<file path="config.mk">
export PLATFORM = sky130hd
export DESIGN_NAME = sfilt_seq
export DESIGN_NICKNAME = d
export VERILOG_FILES = /design/src/rtl/sfilt_pkg.sv /design/src/rtl/sfilt_seq_dline.sv /design/src/rtl/sfilt_seq.sv
export SDC_FILE = /design/constraint.sdc
export NUM_CORES = 1
export LEC_CHECK = 0
export CAP_MARGIN = 20
export CORE_ASPECT_RATIO = 0.9
export CORE_MARGIN = 5
export CORE_UTILIZATION = 60
export DETAILED_ROUTE_END_ITERATION = 8
export DONT_BUFFER_PORTS = 1
export PLACE_DENSITY = 0.87
export SYNTH_ARGS = -nofsm -noshare
export SYNTH_HDL_FRONTEND = slang
export SYNTH_SLANG_ARGS = --single-unit
</file>
<file path="constraint.sdc">
create_clock -name clk -period 6.16 [get_ports clk]
set_input_delay 1.232 -clock clk [delete_from_list [all_inputs] [get_ports clk]]
set_output_delay 1.232 -clock clk [all_outputs]
set_load 0.02 [all_outputs]
</file>
<file path="src/rtl/sfilt_pkg.sv">
// Shared definitions for the sfilt command sequencer: command codes,
// sequencer state encoding and the packed command bundle driven to sfilt.
package sfilt_pkg;

   localparam int DATA_W = 32;

   localparam logic [1:0] CMD_MULT  = 2'd0;
   localparam logic [1:0] CMD_MAC   = 2'd1;
   localparam logic [1:0] CMD_SHIFT = 2'd2;
   localparam logic [1:0] CMD_SEND  = 2'd3;

   // State names describe the command currently on the f_* outputs.
   localparam logic [2:0] ST_IDLE  = 3'd0;
   localparam logic [2:0] ST_MULT  = 3'd1;
   localparam logic [2:0] ST_MAC   = 3'd2;
   localparam logic [2:0] ST_SHIFT = 3'd3;
   localparam logic [2:0] ST_SEND  = 3'd4;

   typedef struct packed {
      logic              push;
      logic [1:0]        cmd;
      logic [DATA_W-1:0] q;
      logic [DATA_W-1:0] h;
   } fcmd_t;

   // Build a valid command beat for the sfilt engine.
   function automatic fcmd_t mk_cmd(input logic [1:0] cmd,
                                    input logic [DATA_W-1:0] q,
                                    input logic [DATA_W-1:0] h);
      fcmd_t c;
      c.push = 1'b1;
      c.cmd  = cmd;
      c.q    = q;
      c.h    = h;
      return c;
   endfunction

endpackage

</file>
<file path="src/rtl/sfilt_seq_dline.sv">
// Circular sample buffer: registered write at the write pointer, which then
// advances modulo NTAPS; combinational read at any index.
module sfilt_seq_dline
   import sfilt_pkg::*;
#(
   parameter int NTAPS = 8,
   parameter int AW    = 3
) (
   input  logic                     clk,
   input  logic                     rst_n,
   input  logic                     we,
   input  logic signed [DATA_W-1:0] wdata,
   output logic [AW-1:0]            wptr,
   input  logic [AW-1:0]            rd_addr,
   output logic signed [DATA_W-1:0] rd_data
);

   localparam logic [AW-1:0] LAST = AW'(NTAPS - 1);

   logic signed [DATA_W-1:0] mem [NTAPS];

   // Store the accepted sample and step the pointer, wrapping at NTAPS.
   always_ff @(posedge clk or negedge rst_n) begin
      if (!rst_n) begin
         wptr <= '0;
         for (int i = 0; i < NTAPS; i++) mem[i] <= '0;
      end else if (we) begin
         mem[wptr] <= wdata;
         wptr      <= (wptr == LAST) ? '0 : wptr + AW'(1);
      end
   end

   assign rd_data = mem[rd_addr];

endmodule

</file>
<file path="src/rtl/sfilt_seq.sv">
// Command sequencer for the sfilt serial filter engine: takes one sample,
// streams MULT, NTAPS-1 MACs, SHIFT and SEND to sfilt one per cycle, and
// registers sfilt's results onto its own output.
module sfilt_seq
   import sfilt_pkg::*;
#(
   parameter int NTAPS = 8,
   parameter int SHIFT = 15
) (
   input  logic                     clk,
   input  logic                     rst_n,
   input  logic                     pushin,
   input  logic signed [DATA_W-1:0] din,
   output logic                     ready,
   input  logic                     cload,
   input  logic [4:0]               caddr,
   input  logic signed [DATA_W-1:0] cdata,
   output logic                     cerr,
   output logic                     f_push,
   output logic [1:0]               f_cmd,
   output logic [DATA_W-1:0]        f_q,
   output logic [DATA_W-1:0]        f_h,
   input  logic                     f_pushout,
   input  logic [DATA_W-1:0]        f_z,
   output logic                     pushout,
   output logic [DATA_W-1:0]        z
);

   localparam int              AW    = (NTAPS > 1) ? $clog2(NTAPS) : 1;
   localparam logic [5:0]      NT6   = 6'(NTAPS);
   localparam logic [AW-1:0]   NT_AW = AW'(NTAPS);
   localparam logic [6:0]      SH7   = 7'(SHIFT);

   logic [2:0]               state;
   logic [5:0]               k;
   logic [AW-1:0]            base;
   logic                     run;
   fcmd_t                    fo;
   logic                     accept;
   logic                     coef_we;
   logic [AW-1:0]            wptr;
   logic [AW-1:0]            rd_addr;
   logic [AW-1:0]            kk;
   logic signed [DATA_W-1:0] rd_data;
   logic signed [DATA_W-1:0] coef [NTAPS];

   assign ready   = run && (state == ST_IDLE);
   assign accept  = pushin && ready;
   assign coef_we = cload && (state == ST_IDLE) && !accept && ({1'b0, caddr} < NT6);

   sfilt_seq_dline #(
      .NTAPS (NTAPS),
      .AW    (AW)
   ) u_dline (
      .clk     (clk),
      .rst_n   (rst_n),
      .we      (accept),
      .wdata   (din),
      .wptr    (wptr),
      .rd_addr (rd_addr),
      .rd_data (rd_data)
   );

   // Tap address x[n-k] = (base - k) mod NTAPS; k < NTAPS whenever it is used,
   // so the AW-bit modular add is exact for both power-of-two and other sizes.
   always_comb begin
      kk = k[AW-1:0];
      if (base >= kk) rd_addr = base - kk;
      else            rd_addr = base + NT_AW - kk;
   end

   // Sequencer: each state names the command registered onto f_* this cycle.
   always_ff @(posedge clk or negedge rst_n) begin
      if (!rst_n) begin
         state <= ST_IDLE;
         k     <= '0;
         base  <= '0;
         run   <= 1'b0;
         fo    <= '0;
      end else begin
         run <= 1'b1;
         fo  <= '0;
         case (state)
            ST_IDLE: begin
               if (accept) begin
                  state <= ST_MULT;
                  base  <= wptr;
                  k     <= 6'd1;
                  fo    <= mk_cmd(CMD_MULT, din, coef[0]);
               end
            end
            ST_MULT, ST_MAC: begin
               if (k < NT6) begin
                  state <= ST_MAC;
                  k     <= k + 6'd1;
                  fo    <= mk_cmd(CMD_MAC, rd_data, coef[kk]);
               end else begin
                  state <= ST_SHIFT;
                  fo    <= mk_cmd(CMD_SHIFT, '0, {25'd0, SH7});
               end
            end
            ST_SHIFT: begin
               state <= ST_SEND;
               fo    <= mk_cmd(CMD_SEND, '0, '0);
            end
            default: state <= ST_IDLE;
         endcase
      end
   end

   // Coefficient table writes are only honoured while idle and in range.
   always_ff @(posedge clk or negedge rst_n) begin
      if (!rst_n) begin
         for (int i = 0; i < NTAPS; i++) coef[i] <= '0;
      end else if (coef_we) begin
         coef[caddr[AW-1:0]] <= cdata;
      end
   end

   // Sticky flag for any dropped coefficient write.
   always_ff @(posedge clk or negedge rst_n) begin
      if (!rst_n)                 cerr <= 1'b0;
      else if (cload && !coef_we) cerr <= 1'b1;
   end

   // Result stage: register sfilt's output, holding z between results.
   always_ff @(posedge clk or negedge rst_n) begin
      if (!rst_n) begin
         pushout <= 1'b0;
         z       <= '0;
      end else begin
         pushout <= f_pushout;
         if (f_pushout) z <= f_z;
      end
   end

   assign f_push = fo.push;
   assign f_cmd  = fo.cmd;
   assign f_q    = fo.q;
   assign f_h    = fo.h;

endmodule

</file>
==> metrics.yaml <==
pwr:
  seqPwrFrac_pct: 43.2
  totalPowerFinal_mw: 14.2
  peakVddDrop_mv: 0.301
  swShare_pct: 31.6
  p_comb_share_pct: 31.6
  leakagePower_nw: 13.7
  switchingPower_mw: 4.48
  cellPowerDensity_mw_per_mm2: 480
  clkPwrFrac_pct: 25.3
  power.internal_mw: 9.71
timing:
  min_period_over_period_pct: 60.6
  setup_tns_ps: 0
  finalSetupViolations: 0
  slew_headroom_pct: -61.4
  period_minus_slack_ps: 3730
  finalWorstSetupSlack_ps: 2430
  hold_slack_ps: 318
  slew_viol_final: 379
  clock.fmax_mhz: 268
  hold_violations: 0
  rsz0062_at_grt: "false"
  worst_pin_slew_ps: 2420
  skew_ps: 25.8
detailed_routing:
  drt-initial-drc-count: 1056
  avgViaCountPerCell: 6.31
  drc: 0
  routedWlPerCell_um: 25.3
  finalWirelength_mm: 58.4
  ant_nets: 0
  vias: 14600
  dr.pass1.iters: 5
clock_network:
  cts_setup_buffers: 0
  clockBufferDepth: 3
  cts_hold_buf: 0
  cts_htree_levels: 2
  cts_buffers: 60
  insertion_delay_ps: 630
  clkTransAtPathRegs_ps: 60
  postCtsResizedCells: 0
  cts_root_buf: "clkbuf_16"
  clkSinkCount: 629
  cts_tree: "done"
global_routing:
  grt_pass1_vias: 16000
  grt_pass1_wl_mm: 93.2
  grtUsageTotal_pct: 24.1
  overflow: 0
  antenna_found_initial: 1
  grt_max_degree: 630
worst_setup_path:
  critPathArrivalTime_ps: 4220
  path_max_fanout: 27
  worst_ep_required_time_ps: 6650
  path_class: "in2reg"
  end_kind: "flop"
  startpoint_type: "input port"
status:
  violations: "max-slew violations"
  status: "finished, violations left"
place:
  dp_hpwl_mm: 34.4
  port_buffers: 0
  routabilityCongestion: 0.725
  post-place-cells: 2204
  pre_cts_ws_ps: 1890
final_layout:
  final_cells: 2313
  nets: 1777
  drive_above_1_share_pct: 46.8
  syn2layout_area_growth_pct: 9.03
yosys:
  syn_avg_cell_area_um2: 16.1
  synth_async_sr_flop_share_pct: 100
  synth_area_mm2: 0.0271
  yosysTopAreaCell: "dfrtp_1"
  syn-num-nets: 1798
  yosys.area.top_type_share_pct: 58.1
  synth_most_common_cell: "dfrtp_1"
  synth_ff_type: "dfrtp_1"
  synth-edff-count: 0
  ys_seq_elements: 629
  synth_cells: 1687
  yosysWarnings: 0
  yosys-top-cells-count: "629 x dfrtp_1, 531 x mux2_2, 128 x mux4_2, 79 x nand2_1, 62 x o21ai_0"
  ys_top_cells_by_area: "dfrtp_1 58%, mux2_2 22%, mux4_2 11%, mux2i_1 2.2%, o21ai_0 1.1%"
  seq_area_frac_synth_pct: 58.1
  synth_cell_types: 46
floorplanning:
  coreArea_mm2: 0.0444
  num_io_pins: 208
  die_h_um: 212
  start_util_pct: 61.0
  die_area_mm2: 0.0495
  fp-row-count: 73
  die_w_um: 234
job:
  cap_violations: 0
min_path:
  hold_path_class: "in2async"
[critical path, stage by stage]
cell      delay [ps]
a211oi_1         820
nand4_1          560
nor2_4           970
buf_4            290
mux2_2           340
[state kept, by name (all words and copies together) (netlist names)]
signal	cells
coef	256
u_dline.mem	256
f_h	32
f_q	32
z	32
k	6
base	3
state	3
u_dline.wptr	3
f_cmd	2
cerr	1
f_push	1
pushout	1
run	1
[logic make-up after synthesis]
kind of cell | Yosys count | share of synthesized area (%)
muxes | 736 | 35.6
DFF | 629 | 58.1
and+or+nand+nor | 121 | 2.21
buffers and inverters | 115 | 2.08
AOI/OAI and AO/OA | 77 | 1.58
adders and majority gates | 5 | 0.259
xor gates and xnor gates | 3 | 0.0970
other | 1 | 0.0138
[layout by cell type, fill, tap and decap left out, types with 4 or more instances in the layout]
cell type,Yosys,routed
a221o_1,4,4
buf_4,3,25
clkbuf_1,32,14
clkbuf_16,0,61
clkbuf_8,0,11
clkinv_2,0,11
clkinvlp_4,0,7
dfrtp_1,629,626
inv_1,6,6
mux2_1,17,17
mux2_2,531,531
mux2i_1,60,60
mux4_2,128,128
nand2_1,79,79
nor2_1,10,4
nor2_4,0,6
o21ai_0,62,62
[worst paths after layout]
kind | startpoint | to | slack [ps] | cells after the start
max | pushin | coef[50]$_DFFE_PN0P_ | 2430 | 5
min | rst_n | z[11]$_DFFE_PN0P_ | 320 | 0
max reg2reg | run$_DFF_PN0_ | coef[50]$_DFFE_PN0P_ | 2610 | 5
min reg2reg | u_dline.mem[185]$_DFFE_PN0P_ | u_dline.mem[185]$_DFFE_PN0P_ | 500 | 1
max in group asynchronous | rst_n | k[0]$_DFFE_PN0P_ | 3660 | 0
min in group clk | u_dline.mem[185]$_DFFE_PN0P_ | u_dline.mem[185]$_DFFE_PN0P_ | 500 | 1
[final cells by class]
type                    instances  area (µm²)
repair buffers                 26         208
multi-input cells             943       10900
clock inverters                22         185
inverters                       6        22.5
flip-flops and latches        629       15700
diodes                          1        2.50
clock buffers                  86        1730
fillers                      2896       14900
well taps                     600         751
[power by group through the flow]
stage / combinational (mW) / clock (mW) / sequential [mW]
after floorplan: 3.64 / 0 / 5.87
after global placement: 4.37 / 0 / 6.09
after detailed placement: 4.50 / 0 / 6.18
after CTS: 4.53 / 3.65 / 6.13
after global routing: 4.82 / 3.82 / 6.26
final: 4.48 / 3.58 / 6.13
[metal layers]
metal	part of all wire [%]	vias to the layer above	wire length [µm]	GRT usage [%]
met5	0	-	0	0
met4	1.9	0	1120	6.03
met3	5.9	78	3420	5.03
met2	50	345	29400	40.0
met1	42	7995	24500	33.3
li1	-	6182	-	-
[per-stage QoR]
step / utilization [%] / area [µm²]
6_report: 66.5 / 29500
5_1_grt: 66.5 / 29500
3_3_place_gp: 62.2 / 27600
2_1_floorplan: - / 27100
3_5_place_dp: 62.2 / 27600
4_1_cts: 66.5 / 29500
Note: power is estimated with default switching activity, not from simulation.
